`src/rtl/sync_fifo_pkg.sv`:
```
// Shared constants and helpers for the sync_fifo family.
//   MODE_STD / MODE_FWFT : values for the FWFT parameter of sync_fifo_prog
//   count_width()        : width of an occupancy counter able to hold 0..2**addr_width
package sync_fifo_pkg;

  localparam int unsigned MODE_STD  = 0;
  localparam int unsigned MODE_FWFT = 1;

  function automatic int unsigned count_width(input int unsigned addr_width);
    return addr_width + 1;
  endfunction

endpackage

```
`src/rtl/sync_fifo_mem.sv`:
```
// Register-array storage for sync_fifo_prog.
//   clk     : clock, write on rising edge
//   wr_en   : write strobe (already qualified by the FIFO control)
//   wr_addr : write address
//   wr_data : write word
//   rd_addr : asynchronous read address
//   rd_data : word at rd_addr (combinational)
// Contents are intentionally not reset.
module sync_fifo_mem #(
  parameter int unsigned DATA_WIDTH = 8,
  parameter int unsigned ADDR_WIDTH = 3
) (
  input  logic                  clk,
  input  logic                  wr_en,
  input  logic [ADDR_WIDTH-1:0] wr_addr,
  input  logic [DATA_WIDTH-1:0] wr_data,
  input  logic [ADDR_WIDTH-1:0] rd_addr,
  output logic [DATA_WIDTH-1:0] rd_data
);

  localparam int unsigned Depth = 2 ** ADDR_WIDTH;

  logic [DATA_WIDTH-1:0] mem_q [Depth];

  always_ff @(posedge clk) begin
    if (wr_en) begin
      mem_q[wr_addr] <= wr_data;
    end
  end

  assign rd_data = mem_q[rd_addr];

endmodule

```
`src/rtl/sync_fifo_prog.sv`:
```
// Single-clock FIFO with selectable standard / first-word-fall-through read,
// programmable almost-full / almost-empty flags, occupancy count and sticky
// overflow / underflow flags.
//   clk, rst         : clock and synchronous active-high reset
//   wr_en, wr_data   : write request and word
//   wr_full          : count == DEPTH
//   wr_almost_full   : count >= AF_LEVEL
//   rd_en, rd_data   : read request and word (registered in standard mode,
//                      combinational head-of-queue in FWFT mode)
//   rd_empty         : count == 0
//   rd_almost_empty  : count <= AE_LEVEL
//   count            : occupancy 0..DEPTH
//   overflow         : sticky, a write was rejected
//   underflow        : sticky, a read was rejected
//   err_clr          : clears overflow / underflow (a new error wins)
module sync_fifo_prog
  import sync_fifo_pkg::*;
#(
  parameter int unsigned DATA_WIDTH = 8,
  parameter int unsigned ADDR_WIDTH = 3,
  parameter int unsigned FWFT       = MODE_STD,
  parameter int unsigned AF_LEVEL   = (2 ** ADDR_WIDTH) - 2,
  parameter int unsigned AE_LEVEL   = 2
) (
  input  logic                  clk,
  input  logic                  rst,
  input  logic                  wr_en,
  input  logic [DATA_WIDTH-1:0] wr_data,
  output logic                  wr_full,
  output logic                  wr_almost_full,
  input  logic                  rd_en,
  output logic [DATA_WIDTH-1:0] rd_data,
  output logic                  rd_empty,
  output logic                  rd_almost_empty,
  output logic [ADDR_WIDTH:0]   count,
  output logic                  overflow,
  output logic                  underflow,
  input  logic                  err_clr
);

  localparam int unsigned Depth = 2 ** ADDR_WIDTH;
  localparam int unsigned CntW  = count_width(ADDR_WIDTH);

  logic [ADDR_WIDTH-1:0] wr_ptr_q, rd_ptr_q;
  logic [CntW-1:0]       count_q, count_d;
  logic                  full_q, empty_q, af_q, ae_q;
  logic                  overflow_q, underflow_q;
  logic                  wr_accept, rd_accept;
  logic [DATA_WIDTH-1:0] rd_word;

  // A write into a full FIFO is fine when a read frees a slot on the same edge.
  always_comb begin
    rd_accept = rd_en & ~empty_q;
    wr_accept = wr_en & (~full_q | rd_accept);
    count_d   = count_q + CntW'(wr_accept) - CntW'(rd_accept);
  end

  always_ff @(posedge clk) begin
    if (rst) begin
      wr_ptr_q    <= '0;
      rd_ptr_q    <= '0;
      count_q     <= '0;
      full_q      <= 1'b0;
      empty_q     <= 1'b1;
      af_q        <= (AF_LEVEL == 0);
      ae_q        <= 1'b1;
      overflow_q  <= 1'b0;
      underflow_q <= 1'b0;
    end else begin
      if (wr_accept) wr_ptr_q <= wr_ptr_q + ADDR_WIDTH'(1);
      if (rd_accept) rd_ptr_q <= rd_ptr_q + ADDR_WIDTH'(1);
      count_q     <= count_d;
      // Flags come from the next-state count so they line up with count.
      full_q      <= (count_d == CntW'(Depth));
      empty_q     <= (count_d == '0);
      af_q        <= (count_d >= CntW'(AF_LEVEL));
      ae_q        <= (count_d <= CntW'(AE_LEVEL));
      overflow_q  <= (wr_en & ~wr_accept) | (overflow_q & ~err_clr);
      underflow_q <= (rd_en & ~rd_accept) | (underflow_q & ~err_clr);
    end
  end

  sync_fifo_mem #(
    .DATA_WIDTH (DATA_WIDTH),
    .ADDR_WIDTH (ADDR_WIDTH)
  ) u_mem (
    .clk     (clk),
    .wr_en   (wr_accept),
    .wr_addr (wr_ptr_q),
    .wr_data (wr_data),
    .rd_addr (rd_ptr_q),
    .rd_data (rd_word)
  );

  if (FWFT == MODE_FWFT) begin : g_fwft
    // Head of queue is always presented; meaningless while empty.
    assign rd_data = rd_word;
  end else begin : g_std
    logic [DATA_WIDTH-1:0] rd_data_q;

    always_ff @(posedge clk) begin
      if (rst) begin
        rd_data_q <= '0;
      end else if (rd_accept) begin
        rd_data_q <= rd_word;
      end
    end

    assign rd_data = rd_data_q;
  end

  assign wr_full         = full_q;
  assign wr_almost_full  = af_q;
  assign rd_empty        = empty_q;
  assign rd_almost_empty = ae_q;
  assign count           = count_q;
  assign overflow        = overflow_q;
  assign underflow       = underflow_q;

endmodule

```
`config.mk`:
```
export PLATFORM = sky130hd
export DESIGN_NAME = sync_fifo_prog
export DESIGN_NICKNAME = d
export VERILOG_FILES = /design/src/rtl/sync_fifo_pkg.sv /design/src/rtl/sync_fifo_mem.sv /design/src/rtl/sync_fifo_prog.sv
export SDC_FILE = /design/constraint.sdc
export NUM_CORES = 1
export LEC_CHECK = 0
export CORE_MARGIN = 2
export CORE_UTILIZATION = 48
export DETAILED_ROUTE_END_ITERATION = 8
export DONT_BUFFER_PORTS = 1
export HOLD_SLACK_MARGIN = 0.1
export RECOVER_POWER = 25
export SLEW_MARGIN = 10
export SYNTH_ARGS = -nofsm -noshare
export SYNTH_HDL_FRONTEND = slang
export SYNTH_SLANG_ARGS = --single-unit
export TNS_END_PERCENT = 20
```
`constraint.sdc`:
```
create_clock -name clk -period 2.7 [get_ports clk]
set_input_delay 0.675 -clock clk [delete_from_list [all_inputs] [get_ports clk]]
set_output_delay 0.675 -clock clk [all_outputs]
set_load 0.01 [all_outputs]
```
# Yosys cells after proc, flatten, opt, wreduce, memory -nomap -nowiden
# Memories as Yosys holds them, arrays and structs flattened. A register that Yosys moved wholly into a read port is not among the register bits.
# Cells that the tools add are included.
# totals
input_bits	13
mem_bits_rw	64
n_memories	1
ff_bits	16
# memory_table
memory	words	word_bits	read_ports	rd_clocked_by_memory_dff	write_ports	line_no	rtl
u_mem.mem_q	8	8	1	1	1	sync_fifo_mem.sv:23	logic [DATA_WIDTH-1:0] mem_q [Depth];
# classes
n_lt_le_gt_ge	2
bitwise	14
n_mux	2
n_reduce_logical	1
n_addsub	4
eq_ne	1
# op_table
op	count
3-bit by 1-bit adder with 3-bit output, second input constant	2
1-bit bitwise AND	6
1-bit NOT	5
4-bit by 1-bit adder with 4-bit output	1
4-bit == test, second input constant	1
4-bit by 3-bit >= comparator with 1-bit output, second input constant	1
4-bit by 2-bit less-or-equal comparator with 1-bit output, second input constant	1
4-bit logical NOT	1
4-bit by 1-bit subtractor with 4-bit output	1
1-bit OR	3
1-bit 2-to-1 mux	2

# Depth between registers and ports, before layout
# depth
word_depth	7
depth_mapped	11
mapped_depth_nobuf	11

# Cells and area by module
# A second synthesis with hierarchy kept.
# hier_totals
hier_cells	212
hier_area_um2	3504.6
# modules_own_cells
mod	cells_per_inst	n_inst	area_per_inst_um2	seq_area_each_um2
sync_fifo_mem	106	1	2531.2	1921.8
sync_fifo_prog	106	1	973.4	480.5

# Worst setup path after synthesis
# No wires, ideal clock.
# synth_path
path_type	input port to flip-flop
from	input rd_en
to	register ae_q, in the netlist rd_almost_empty
path_buffers	1
t_required_ns	2.585
setup_slack_ns	0.278
cell_stages	10
arrival_time_ns	2.306
cell_sequence	nand2b_4 > inv_2 > buf_2 > ha_1 > inv_1 > ha_1 > inv_1 > fa_1 > nand2b_1 > a31o_1
# synth_via
elab_chain_cells	6
# synth_rtl
item	line_no	rtl
start: declaration	sync_fifo_prog.sv:31	input logic rd_en,
1-bit bitwise AND (*)	sync_fifo_prog.sv:53	rd_accept = rd_en & ~empty_q;
via rd_accept	sync_fifo_prog.sv:48	logic wr_accept, rd_accept;
1-bit OR	sync_fifo_prog.sv:54	wr_accept = wr_en & (~full_q | rd_accept);
1-bit bitwise AND	sync_fifo_prog.sv:54	
4-bit by 1-bit adder with 4-bit output	sync_fifo_prog.sv:55	count_d = count_q + CntW'(wr_accept) - CntW'(rd_accept);
4-bit by 1-bit subtractor with 4-bit output (*)	sync_fifo_prog.sv:55	
4-bit by 2-bit less-or-equal comparator with 1-bit output (*)	sync_fifo_prog.sv:77	ae_q <= (count_d <= CntW'(AE_LEVEL));
end signal: assignment	sync_fifo_prog.sv:77	
end: declaration	sync_fifo_prog.sv:46	logic full_q, empty_q, af_q, ae_q;
# The timed path passes the listed nets; every way through them passes the cells marked *.
# A chain may end at the register's enable or synchronous reset.

# Worst setup path after layout
# layout_path
from	register empty_q, in the netlist rd_empty
to	register af_q, in the netlist wr_almost_full
# layout_via
elab_chain_cells	7
# layout_rtl
item	line_no	rtl
start: declaration	sync_fifo_prog.sv:46	
start signal: assignment	sync_fifo_prog.sv:75	empty_q <= (count_d == '0);
1-bit NOT (*)	sync_fifo_prog.sv:53	
1-bit bitwise AND (*)	sync_fifo_prog.sv:53	
1-bit OR	sync_fifo_prog.sv:54	
1-bit bitwise AND	sync_fifo_prog.sv:54	
4-bit by 1-bit adder with 4-bit output	sync_fifo_prog.sv:55	
4-bit by 1-bit subtractor with 4-bit output (*)	sync_fifo_prog.sv:55	
4-bit by 3-bit >= comparator with 1-bit output (*)	sync_fifo_prog.sv:76	af_q <= (count_d >= CntW'(AF_LEVEL));
end signal: assignment	sync_fifo_prog.sv:65	af_q <= (AF_LEVEL == 0);
end signal: assignment	sync_fifo_prog.sv:76	
end: declaration	sync_fifo_prog.sv:46	
# Mark *: on every way between the ends. The rest lies on a longest branch, timed or not.

==> reports/results.tsv <==
metric	value	unit
port_buffers	0	
syn_nets	261	
clk_path_buf_depth	2	
cts_buffers	9	
synth-main-ff-cell	edfxtp_1	
critPathArrivalTime	2640	ps
nets	273	
setup_viol	0	
wirelength	6495	um
ios	31	
track_usage	0.1743	
grtUsageMet1	0.2613	
rr_endpoint	wr_almost_full$_SDFF_PP0_	
yosysWarnings	0	
htree_levels	3	
clk_pin_slew	90	ps
finalSetupTns	0	ps
period_minus_slack	2400	ps
grt_overflow_total	0	
cts_num_sinks	88	
outcome	complete, no violations	
reg2reg_from	rd_empty$_SDFF_PP1_	
min_path_type	input port to flop	
worst_slew_pin_slew	1021	ps
end_kind	flop	
insertion_delay	350	ps
avgSynthCellArea	14.72	um2
die_h	89.97	um
hold_viol_final	0	
area_delta_synth_final	10.02	%
grt_pass1_vias	1874	
crit_type	flop to flop	
grt_use_met3	0.04107	
synth-seq-cells	88	
fin_crit_sh	0.8889	
start_kind	flop	
ctsHoldBuffers	0	
reg2reg_setup_slack	300	ps
hold_end	count[0]$_SDFF_PP0_	
maxCapViolCount	0	
wl_per_cell	18.19	um
layout-drive-gt1-share	0.1628	
rsz0062_at_grt	false	
worst_slack	300.1	ps
slew_headroom	0.3170	
grt_busiest_layer	met1	
reg2regPathDepth	11	
start_util	0.4917	
dieWidth	89.97	um
first_iter_violations	123	
drtPass1Iterations	5	
fin_skew	7.624	ps
slew_violations	0	
grt_max_degree	25	
synthCells	241	
fill_cells	605	
antenna_found_initial	0	
remaining_drc_errors	0	
cts_setup_buffers	0	
power.density	921.9	nW/um2
hpwl	4142	um
root_buffer	clkbuf_8	
p_leak	0.001335	uW
vdd_drop_max	0.3965	mV
place_congestion	0.7872	
fmax	416.7	MHz
die_area	8094	um2
grt_pass1_wl	10340	um
routed_via_density	5.235	
dp_slack	148.6	ps
hold_depth	1	
path_max_fanout	9	
async_flop_share	0	
yosysUniqueCellTypes	36	
n_antenna_cell	0	
synth-edff-count	64	
ctsResizeCount	0	
vias	1869	
crit_required	2940	ps
cts_tree	yes	
drtAntennaViolNets	0	
yosysSeqAreaShare	0.6772	
core_area	7214	um2
met2_usage	0.2412	
whs	375.1	ps
hold_start	rst	
rows	31	
synthesis.area	3547	um2
cell type report:
cell class              count  area [um2]  share of cell area
flip-flops and latches     88        2404              0.6159
clock buffers              12       198.9             0.05098
clock inverters             4       27.53            0.007054
repair buffers             12       102.6             0.02629
well taps                  99       123.9             0.03174
inverters                   9       33.78            0.008657
multi-input cells         133        1012              0.2594
state kept, by name, indices dropped and copies added (netlist names):
register,count
u_mem.mem_q,64
rd_empty,1
count,4
wr_almost_full,1
underflow,1
rd_ptr_q,3
rd_data,8
wr_full,1
overflow,1
rd_almost_empty,1
wr_ptr_q,3
routing by layer:
layer  share of wire  wire length, um  vias to the layer above
met5               0                0                        -
met4           0.019              123                        0
met3           0.054              349                       11
met2            0.43             2810                       44
met1            0.49             3212                      897
li1                -                -                      917
worst max-delay path by stage:
stage                                  to  slack (ps)           startpoint
6_report        wr_almost_full$_SDFF_PP0_         300  rd_empty$_SDFF_PP1_
5_1_grt         wr_almost_full$_SDFF_PP0_         100  rd_empty$_SDFF_PP1_
4_1_cts         wr_almost_full$_SDFF_PP0_         300  rd_empty$_SDFF_PP1_
3_5_place_dp    wr_almost_full$_SDFF_PP0_         150                rd_en
3_3_place_gp    wr_almost_full$_SDFF_PP0_         200                rd_en
2_1_floorplan  rd_almost_empty$_SDFF_PP1_         280                rd_en
critical path: stages (launching register included):
cell      delay [ps]
dfxtp_1          420
nand2b_4         160
inv_2             80
o21ai_2          200
ha_1             260
inv_1             50
ha_1             160
inv_1             60
fa_1             370
xor2_1           300
or2_1            150
a21oi_1           60
power breakdown:
| part | switching, uW | internal (uW) |
|---|---|---|
| clock | 470 | 505 |
| sequential | 176 | 1610 |
| combinational | 449 | 385 |
| total | 1090 | 2500 |
cell usage after synthesis (2+ instances only):
cell type | instances | area, um2
a21oi_1 | 11 | 55.05
a22oi_1 | 17 | 127.6
buf_12 | 2 | 40.04
buf_2 | 4 | 20.02
dfxtp_1 | 24 | 480.5
edfxtp_1 | 64 | 1922
ha_1 | 6 | 75.07
inv_1 | 8 | 30.03
mux2i_1 | 33 | 330.3
nand2_1 | 5 | 18.77
nand2b_1 | 3 | 18.77
nor2_1 | 25 | 93.84
nor2b_1 | 2 | 12.51
nor3_1 | 3 | 15.01
nor3_2 | 8 | 80.08
o211ai_1 | 2 | 15.01
or2_1 | 2 | 12.51
xor2_1 | 4 | 35.03
cell usage in the layout, fill, tap and decap left out, types with 2 or more instances in the layout:
master | netlist | routed
a21oi_1 | 11 | 11
nor3_1 | 3 | 3
nand2b_1 | 3 | 3
mux2i_1 | 33 | 33
nor3_2 | 8 | 8
edfxtp_1 | 64 | 64
clkbuf_16 | 0 | 3
a22oi_1 | 17 | 17
o211ai_1 | 2 | 2
inv_1 | 8 | 8
or2_1 | 2 | 2
nor2_1 | 25 | 25
clkbuf_8 | 0 | 9
ha_1 | 6 | 6
buf_4 | 0 | 11
nand2_1 | 5 | 5
dfxtp_1 | 24 | 23
nor2b_1 | 2 | 2
xor2_1 | 4 | 4
through the flow:
| step | cells | utilization | cell area [um2] | power, uW |
|---|---|---|---|---|
| after floorplan | 241 | - | 3547 | 2492 |
| after global placement | 341 | 0.5095 | 3676 | 2648 |
| after detailed placement | 341 | 0.5095 | 3676 | 2657 |
| after CTS | 357 | 0.5409 | 3902 | 3618 |
| after global routing | 357 | 0.5409 | 3902 | 3794 |
| final | 357 | 0.5409 | 3902 | 3598 |
logic make-up after synthesis:
| group | count (synthesis) | synth area share |
|---|---|---|
| flip-flops | 88 | 0.6772 |
| AND/OR/NAND/NOR | 51 | 0.07795 |
| XOR/XNOR | 6 | 0.01693 |
| multiplexers | 33 | 0.09312 |
| AO/OA/AOI/OAI | 36 | 0.07055 |
| adder cells (fa/ha/maj) | 7 | 0.02681 |
| buffers and inverters | 20 | 0.03738 |
(Power assumes the default switching activity.)
